===== src/rtl/imm_decode_pipe_if.sv =====
// imm_decode_pipe_if: instruction-in / immediate-out handshake bundle for
// imm_decode_pipe. master = producer/consumer side, slave = decoder side.
interface imm_decode_pipe_if #(
  parameter int unsigned XLEN  = 32,
  parameter int unsigned TAG_W = 32
);
  logic             flush;
  logic             in_valid;
  logic             in_ready;
  logic [31:0]      instr;
  logic [TAG_W-1:0] in_tag;
  logic             out_valid;
  logic             out_ready;
  logic [XLEN-1:0]  imm;
  logic [2:0]       imm_type;
  logic [TAG_W-1:0] out_tag;
  logic             illegal;

  modport master (
    output flush, in_valid, instr, in_tag, out_ready,
    input  in_ready, out_valid, imm, imm_type, out_tag, illegal
  );

  modport slave (
    input  flush, in_valid, instr, in_tag, out_ready,
    output in_ready, out_valid, imm, imm_type, out_tag, illegal
  );
endinterface


===== src/rtl/imm_decode_pipe.sv =====
// imm_decode_pipe: RISC-V immediate decoder with opcode-derived type,
// sign/zero extension to XLEN (32 or 64), pass-through tag and a 2-entry
// output/skid buffer behind a valid/ready handshake.
// Optional feature: define IMM_ILLEGAL_DET_EN to flag unrecognised opcodes.
module imm_decode_pipe #(
  parameter int unsigned XLEN  = 32,
  parameter int unsigned TAG_W = 32
) (
  input logic               clk,
  input logic               rst_n,
  imm_decode_pipe_if.slave  bus
);

  localparam bit IS64 = (XLEN == 64);

  typedef enum logic [2:0] {
    IMM_I    = 3'b000,
    IMM_S    = 3'b001,
    IMM_B    = 3'b010,
    IMM_J    = 3'b011,
    IMM_U    = 3'b100,
    IMM_Z    = 3'b101,
    IMM_NONE = 3'b111
  } imm_type_e;

  typedef struct packed {
    logic [XLEN-1:0]  imm;
    imm_type_e        typ;
    logic [TAG_W-1:0] tag;
    logic             ill;
  } entry_t;

  localparam entry_t ENTRY_RST = '{imm: '0, typ: IMM_NONE, tag: '0, ill: 1'b0};

  imm_type_e          dec_type;
  logic signed [31:0] dec_raw;
  logic [XLEN-1:0]    dec_imm;
  logic               dec_ill;
  entry_t             dec_entry;

  entry_t out_q, out_d;
  entry_t skid_q, skid_d;
  logic   out_v_q, out_v_d;
  logic   skid_v_q, skid_v_d;
  logic   accept, drain;

  // Opcode -> immediate type, then field assembly into a signed 32-bit value.
  always_comb begin
    dec_type = IMM_NONE;
    unique case (bus.instr[6:0])
      7'b0000011, 7'b0010011, 7'b1100111: dec_type = IMM_I;
      7'b0011011: dec_type = IS64 ? IMM_I : IMM_NONE;
      7'b0100011: dec_type = IMM_S;
      7'b1100011: dec_type = IMM_B;
      7'b1101111: dec_type = IMM_J;
      7'b0110111, 7'b0010111: dec_type = IMM_U;
      7'b1110011: dec_type = bus.instr[14] ? IMM_Z : IMM_I;
      default:    dec_type = IMM_NONE;
    endcase

    dec_raw = '0;
    unique case (dec_type)
      IMM_I: dec_raw = {{20{bus.instr[31]}}, bus.instr[31:20]};
      IMM_S: dec_raw = {{20{bus.instr[31]}}, bus.instr[31:25], bus.instr[11:7]};
      IMM_B: dec_raw = {{19{bus.instr[31]}}, bus.instr[31], bus.instr[7],
                        bus.instr[30:25], bus.instr[11:8], 1'b0};
      IMM_J: dec_raw = {{11{bus.instr[31]}}, bus.instr[31], bus.instr[19:12],
                        bus.instr[20], bus.instr[30:21], 1'b0};
      IMM_U: dec_raw = {bus.instr[31:12], 12'b0};
      IMM_Z: dec_raw = {27'b0, bus.instr[19:15]};
      default: dec_raw = '0;
    endcase
  end

  // Every format fits in 32 signed bits; the size cast extends to XLEN
  // (Z is assembled non-negative, so it zero-extends).
  assign dec_imm = XLEN'(dec_raw);

`ifdef IMM_ILLEGAL_DET_EN
  // Flag opcodes outside the recognised set.
  always_comb begin
    dec_ill = 1'b1;
    unique case (bus.instr[6:0])
      7'b0000011, 7'b0010011, 7'b1100111, 7'b0100011, 7'b1100011,
      7'b1101111, 7'b0110111, 7'b0010111, 7'b1110011, 7'b0110011:
        dec_ill = 1'b0;
      7'b0011011, 7'b0111011:
        dec_ill = !IS64;
      default: dec_ill = 1'b1;
    endcase
  end
`else
  assign dec_ill = 1'b0;
`endif

  assign dec_entry = '{imm: dec_imm, typ: dec_type, tag: bus.in_tag, ill: dec_ill};

  assign bus.in_ready = !skid_v_q;
  assign accept       = bus.in_valid && !skid_v_q;
  assign drain        = out_v_q && bus.out_ready;

  // Output/skid buffer next state. The skid entry only exists while the
  // output is full, so with skid full no input is accepted; flush overrides.
  always_comb begin
    out_d    = out_q;
    skid_d   = skid_q;
    out_v_d  = out_v_q;
    skid_v_d = skid_v_q;
    if (bus.flush) begin
      out_v_d  = 1'b0;
      skid_v_d = 1'b0;
    end else if (skid_v_q) begin
      if (drain) begin
        out_d    = skid_q;
        skid_v_d = 1'b0;
      end
    end else if (accept) begin
      if (!out_v_q || drain) begin
        out_d   = dec_entry;
        out_v_d = 1'b1;
      end else begin
        skid_d   = dec_entry;
        skid_v_d = 1'b1;
      end
    end else if (drain) begin
      out_v_d = 1'b0;
    end
  end

  // Buffer state registers.
  always_ff @(posedge clk or negedge rst_n) begin
    if (!rst_n) begin
      out_q    <= ENTRY_RST;
      skid_q   <= ENTRY_RST;
      out_v_q  <= 1'b0;
      skid_v_q <= 1'b0;
    end else begin
      out_q    <= out_d;
      skid_q   <= skid_d;
      out_v_q  <= out_v_d;
      skid_v_q <= skid_v_d;
    end
  end

  assign bus.out_valid = out_v_q;
  assign bus.imm       = out_q.imm;
  assign bus.imm_type  = out_q.typ;
  assign bus.out_tag   = out_q.tag;
  assign bus.illegal   = out_q.ill;

endmodule


===== src/flat_wrapper.sv =====
// flat-port wrapper written by rule: the top's interface ports become plain ports
module imm_decode_pipe_flat 
#(
  parameter int unsigned XLEN  = 32,
  parameter int unsigned TAG_W = 32
)
  (clk, rst_n, bus_flush, bus_in_valid, bus_instr, bus_in_tag, bus_out_ready, bus_in_ready, bus_out_valid, bus_imm, bus_imm_type, bus_out_tag, bus_illegal);
  imm_decode_pipe_if #(.XLEN(XLEN), .TAG_W(TAG_W)) bus_i ();
  input logic clk;
  input logic rst_n;
  input wire logic [$bits(bus_i.flush)-1:0] bus_flush;
  input wire logic [$bits(bus_i.in_valid)-1:0] bus_in_valid;
  input wire logic [$bits(bus_i.instr)-1:0] bus_instr;
  input wire logic [$bits(bus_i.in_tag)-1:0] bus_in_tag;
  input wire logic [$bits(bus_i.out_ready)-1:0] bus_out_ready;
  output wire logic [$bits(bus_i.in_ready)-1:0] bus_in_ready;
  output wire logic [$bits(bus_i.out_valid)-1:0] bus_out_valid;
  output wire logic [$bits(bus_i.imm)-1:0] bus_imm;
  output wire logic [$bits(bus_i.imm_type)-1:0] bus_imm_type;
  output wire logic [$bits(bus_i.out_tag)-1:0] bus_out_tag;
  output wire logic [$bits(bus_i.illegal)-1:0] bus_illegal;
  assign bus_i.flush = bus_flush;
  assign bus_i.in_valid = bus_in_valid;
  assign bus_i.instr = bus_instr;
  assign bus_i.in_tag = bus_in_tag;
  assign bus_i.out_ready = bus_out_ready;
  assign bus_in_ready = bus_i.in_ready;
  assign bus_out_valid = bus_i.out_valid;
  assign bus_imm = bus_i.imm;
  assign bus_imm_type = bus_i.imm_type;
  assign bus_out_tag = bus_i.out_tag;
  assign bus_illegal = bus_i.illegal;
  imm_decode_pipe #(.XLEN(XLEN), .TAG_W(TAG_W)) u_core (.clk(clk), .rst_n(rst_n), .bus(bus_i));
endmodule

===== config.mk =====
export PLATFORM = sky130hd
export DESIGN_NAME = imm_decode_pipe_flat
export DESIGN_NICKNAME = d
export VERILOG_FILES = /design/src/rtl/imm_decode_pipe_if.sv /design/src/rtl/imm_decode_pipe.sv /design/src/flat_wrapper.sv
export SDC_FILE = /design/constraint.sdc
export NUM_CORES = 1
export LEC_CHECK = 0
export CAP_MARGIN = 20
export CORE_ASPECT_RATIO = 1.5
export CORE_MARGIN = 2
export CORE_UTILIZATION = 35
export CTS_BUF_LIST = sky130_fd_sc_hd__clkbuf_4
export CTS_CLUSTER_DIAMETER = 40
export DETAILED_ROUTE_END_ITERATION = 10
export SYNTH_ARGS = -nofsm -noshare
export SYNTH_HDL_FRONTEND = slang
export SYNTH_SLANG_ARGS = --single-unit

===== constraint.sdc =====
create_clock -name clk -period 1.7 [get_ports clk]
set_input_delay 0.34 -clock clk [delete_from_list [all_inputs] [get_ports clk]]
set_output_delay 0.34 -clock clk [all_outputs]
set_load 0.005 [all_outputs]

==> results.sh <==
export IMPL_stdcell_area_sq_um=9500
export IMPL_regToRegStartpoint="u_core.skid_v_q$_DFF_PN0_"
export IMPL_synth_area_leaders="dfrtp_1, nand2_1, a21oi_1"
export IMPL_post_route_min_period_ns=1.91
export IMPL_finalSetupViolCount=99
export IMPL_powerDensity_nw_per_um2=900
export IMPL_power_w=0.00855
export IMPL_grt_pass1_wl_microns=30800
export IMPL_critical_path_class="flop to flop"
export IMPL_yosysTopAreaCell="dfrtp_1"
export IMPL_hold_viol=0
export IMPL_final_cells=1132
export IMPL_initial_core_util_pct=35.9
export IMPL_final_common_cell="nand2_1"
export IMPL_area_growth_pct=52.1
export IMPL_synthAdderAreaFrac_pct=0
export IMPL_switchingPower_w=0.00260
export IMPL_synth_cells=676
export IMPL_tritoncts="yes"
export IMPL_rows=59
export IMPL_setup_slack_ns=-0.211
export IMPL_synthesis_area_sq_um=6250
export IMPL_finClkSkew_ns=0.0218
export IMPL_max_freq_ghz=0.523
export IMPL_drv_slew=0
export IMPL_synth_edf_count=0
export IMPL_final_cell_mix="nand2_1, dfrtp_1, buf_4, clkdlybuf4s50_1, dlygate4sd2_1"
export IMPL_boundaryPins=139
export IMPL_grt_usage_pct=20.4
export IMPL_hp_class="primary input to asynchronous set/reset pin"
export IMPL_switching_share_pct=30.4
export IMPL_power_leakage_nw=4.37
export IMPL_synth_top_family_by_area="simple AND/OR/NAND/NOR gates"
export IMPL_status="finished, violations left"
export IMPL_grtUsageMet3_pct=4.16
export IMPL_tns_ns=-9.73
export IMPL_power_share_sequential_pct=50.0
export IMPL_cts_clk_slew_worst_paths_ns=0.13
export IMPL_synthFlopType="dfrtp_1"
export IMPL_dpl_cell_count=1048
export IMPL_crit_start="u_core.skid_v_q$_DFF_PN0_"
export IMPL_use_met1_pct=23.9
export IMPL_synthSimpleGateAreaFrac_pct=19.4
export IMPL_gp_congestion=0.875
export IMPL_synth_compound_area_share_pct=16.6
export IMPL_max_cap_violations=0
export IMPL_synth_top_cell_area_share_pct=52.1
export IMPL_layout_drive_gt1_share_pct=26.7
export IMPL_nets=974
export IMPL_synthMuxAreaShare_pct=5.13
export IMPL_post_route_period_util_pct=112
export IMPL_dr_pass1_iters=8
export IMPL_grt_use_met2_pct=36.5
export IMPL_relSlewSlack_pct=61.5
export IMPL_worst_path_max_delay_cell="dfrtp_2"
export IMPL_critPathCaptureType="flop"
export IMPL_grt_start_max_net_pins=37
export IMPL_grt_pass1_vias=6204
export IMPL_hpwl_microns=12900
export IMPL_seq_area_frac_synth_pct=54.6
export IMPL_critPathLaunchType="flop"
export IMPL_via_per_inst=5.32
export IMPL_rsz0062_at_grt="true"
export IMPL_cp_max_fo=6
export IMPL_cts_htree_levels=4
export IMPL_irDropWorstVdd_uv=439
export IMPL_portBuffers=137
export IMPL_async_flop_share_pct=100
export IMPL_wl_microns=19900
export IMPL_synth_xor_area_share_pct=0
export IMPL_vias=6026
export IMPL_violations="DRC, setup timing"
export IMPL_worstPathCellList="buf_6 > nand2b_4 > a211o_4 > buf_12 > clkbuf_16 > or3_1 > o21ai_1 > a21oi_1"
export IMPL_cp_required_ns=2.17
export IMPL_cp_arrival_ns=2.38
export IMPL_crit_path_max_incr_delay_ns=0.43
export IMPL_synthDistinctLibCells=45
export IMPL_ant_nets=0
export IMPL_reg2reg_depth=8
export IMPL_dieArea_sq_um=19000
export IMPL_antenna_found_initial=1
export IMPL_cts_buffers_inserted=17
export IMPL_core_sq_um=17400
export IMPL_drtIter0Drc=431
export IMPL_reg2reg_to="u_core.bus.imm[27]$_DFFE_PN0P_"
export IMPL_grt_busiest_layer="met2"
export IMPL_pwr_share_comb_pct=24.8
export IMPL_wl_per_cell_microns=17.6
export IMPL_holdWs_ns=0.224
export IMPL_die_w_microns=113
export IMPL_synth_avg_cell_area_sq_um=9.24
export IMPL_fp_dieH_microns=168
export IMPL_drc_errors=12
export IMPL_yosysWarnings=0
export IMPL_max_slew_worst_pin_slew_ns=0.578
export IMPL_intPower_w=0.00595
export IMPL_overflow=0
export IMPL_postPlaceCellArea_sq_um=8300
export IMPL_synth_seq_cells=136
export IMPL_root_buffer="clkbuf_4"
export IMPL_cts_sinks=136
export IMPL_syn_num_nets=745
export IMPL_clock_latency_ns=0.56
export IMPL_pwr_share_clk_pct=25.3
export IMPL_rrSetupSlack_ns=-0.21
export IMPL_clockBufferDepth=2
## flip-flops by register name, indices dropped and copies added (netlist names)
name and flops:
u_core.bus.imm_type 3, u_core.bus.out_tag 32, u_core.skid_v_q 1, u_core.bus.imm 32
u_core.bus.out_valid 1, u_core.skid_q 67
## synth_stat cells (all sizes together) (3+ instances only)
cell type  instances
and2               3
nor2              35
a211oi             3
clkbuf            25
nand4b             3
inv                5
nand2b             3
a31oi              7
nand3              5
dfrtp            130
nor3               9
buf               26
dfstp              6
or3               25
o21ai             70
a22oi              4
and3              11
mux2i             32
nand2            171
a21oi             71
a221o             12
## what timing repair did
| item | 4_1_cts | 5_1_grt |
|---|---|---|
| hold buffers | 1 | 0 |
| hold endpoints to repair | 113 | 0 |
| pin swaps | 13 | 50 |
| resized for setup | 149 | 123 |
| setup endpoints to repair | 136 | 138 |
| cloned | 2 | 5 |
| setup buffers | 36 | 11 |
## how the worst max path moves through the flow
stage                                           endpoint  slack [ns]  cells past startpoint
final                     u_core.bus.imm[27]$_DFFE_PN0P_       -0.21                      8
after global routing      u_core.bus.imm[27]$_DFFE_PN0P_       -0.23                      8
after CTS                  u_core.bus.imm[1]$_DFFE_PN0P_       -0.16                      6
after detailed placement   u_core.skid_q[40]$_DFFE_PN0P_       -0.62                      8
after global placement     u_core.skid_q[38]$_DFFE_PN0P_       -0.59                      8
after floorplan            u_core.bus.imm[1]$_DFFE_PN0P_       -0.05                      6
## per-layer routing
| layer | share of wire [%] | wire (microns) |
|---|---|---|
| met2 | 53 | 10600 |
| met1 | 39 | 7700 |
| met5 | 0 | 0 |
| met3 | 5.4 | 1080 |
| met4 | 2.7 | 544 |
## kinds of logic (layout without fill, tap and decap cells)
family | Yosys count | after routing
multiplexers | 32 | 32
AO/OA/AOI/OAI | 179 | 179
flip-flops | 136 | 136
other | 1 | 2
AND/OR/NAND/NOR | 272 | 272
buffers and inverters | 56 | 298
## power groups by stage
| stage | clock (W) | combinational (W) | sequential (W) |
|---|---|---|---|
| 6_report | 0.00216 | 0.00212 | 0.00427 |
| 5_1_grt | 0.00237 | 0.00234 | 0.00435 |
| 4_1_cts | 0.00222 | 0.00197 | 0.00423 |
| 3_5_place_dp | 0 | 0.00195 | 0.00431 |
| 3_3_place_gp | 0 | 0.00190 | 0.00428 |
| 2_1_floorplan | 0 | 0.000770 | 0.00425 |
## worst max-delay path: cells and delay by family, from the launching register on
family | cells | cell delay, ns
compound gates | 3 | 0.50
flops | 1 | 0.43
simple gates | 2 | 0.45
buf+inv | 3 | 0.43
## metrics by stage
stage | setup slack, ns | utilization, %
3_3_place_gp | -0.591 | 47.6
6_report | -0.211 | 54.5
4_1_cts | -0.165 | 51.7
3_5_place_dp | -0.625 | 47.6
2_1_floorplan | -0.0534 | -
5_1_grt | -0.234 | 54.5
## layout make-up
cell class              instances  area [sq um]
clock inverters                12           128
clock buffers                  20           150
inverters                       5          22.5
fillers                      1585          7920
diodes                          1          2.50
repair buffers                261          2610
well taps                     213           267
multi-input cells             484          2910
flip-flops and latches        136          3410
(Power assumes the default switching activity.)
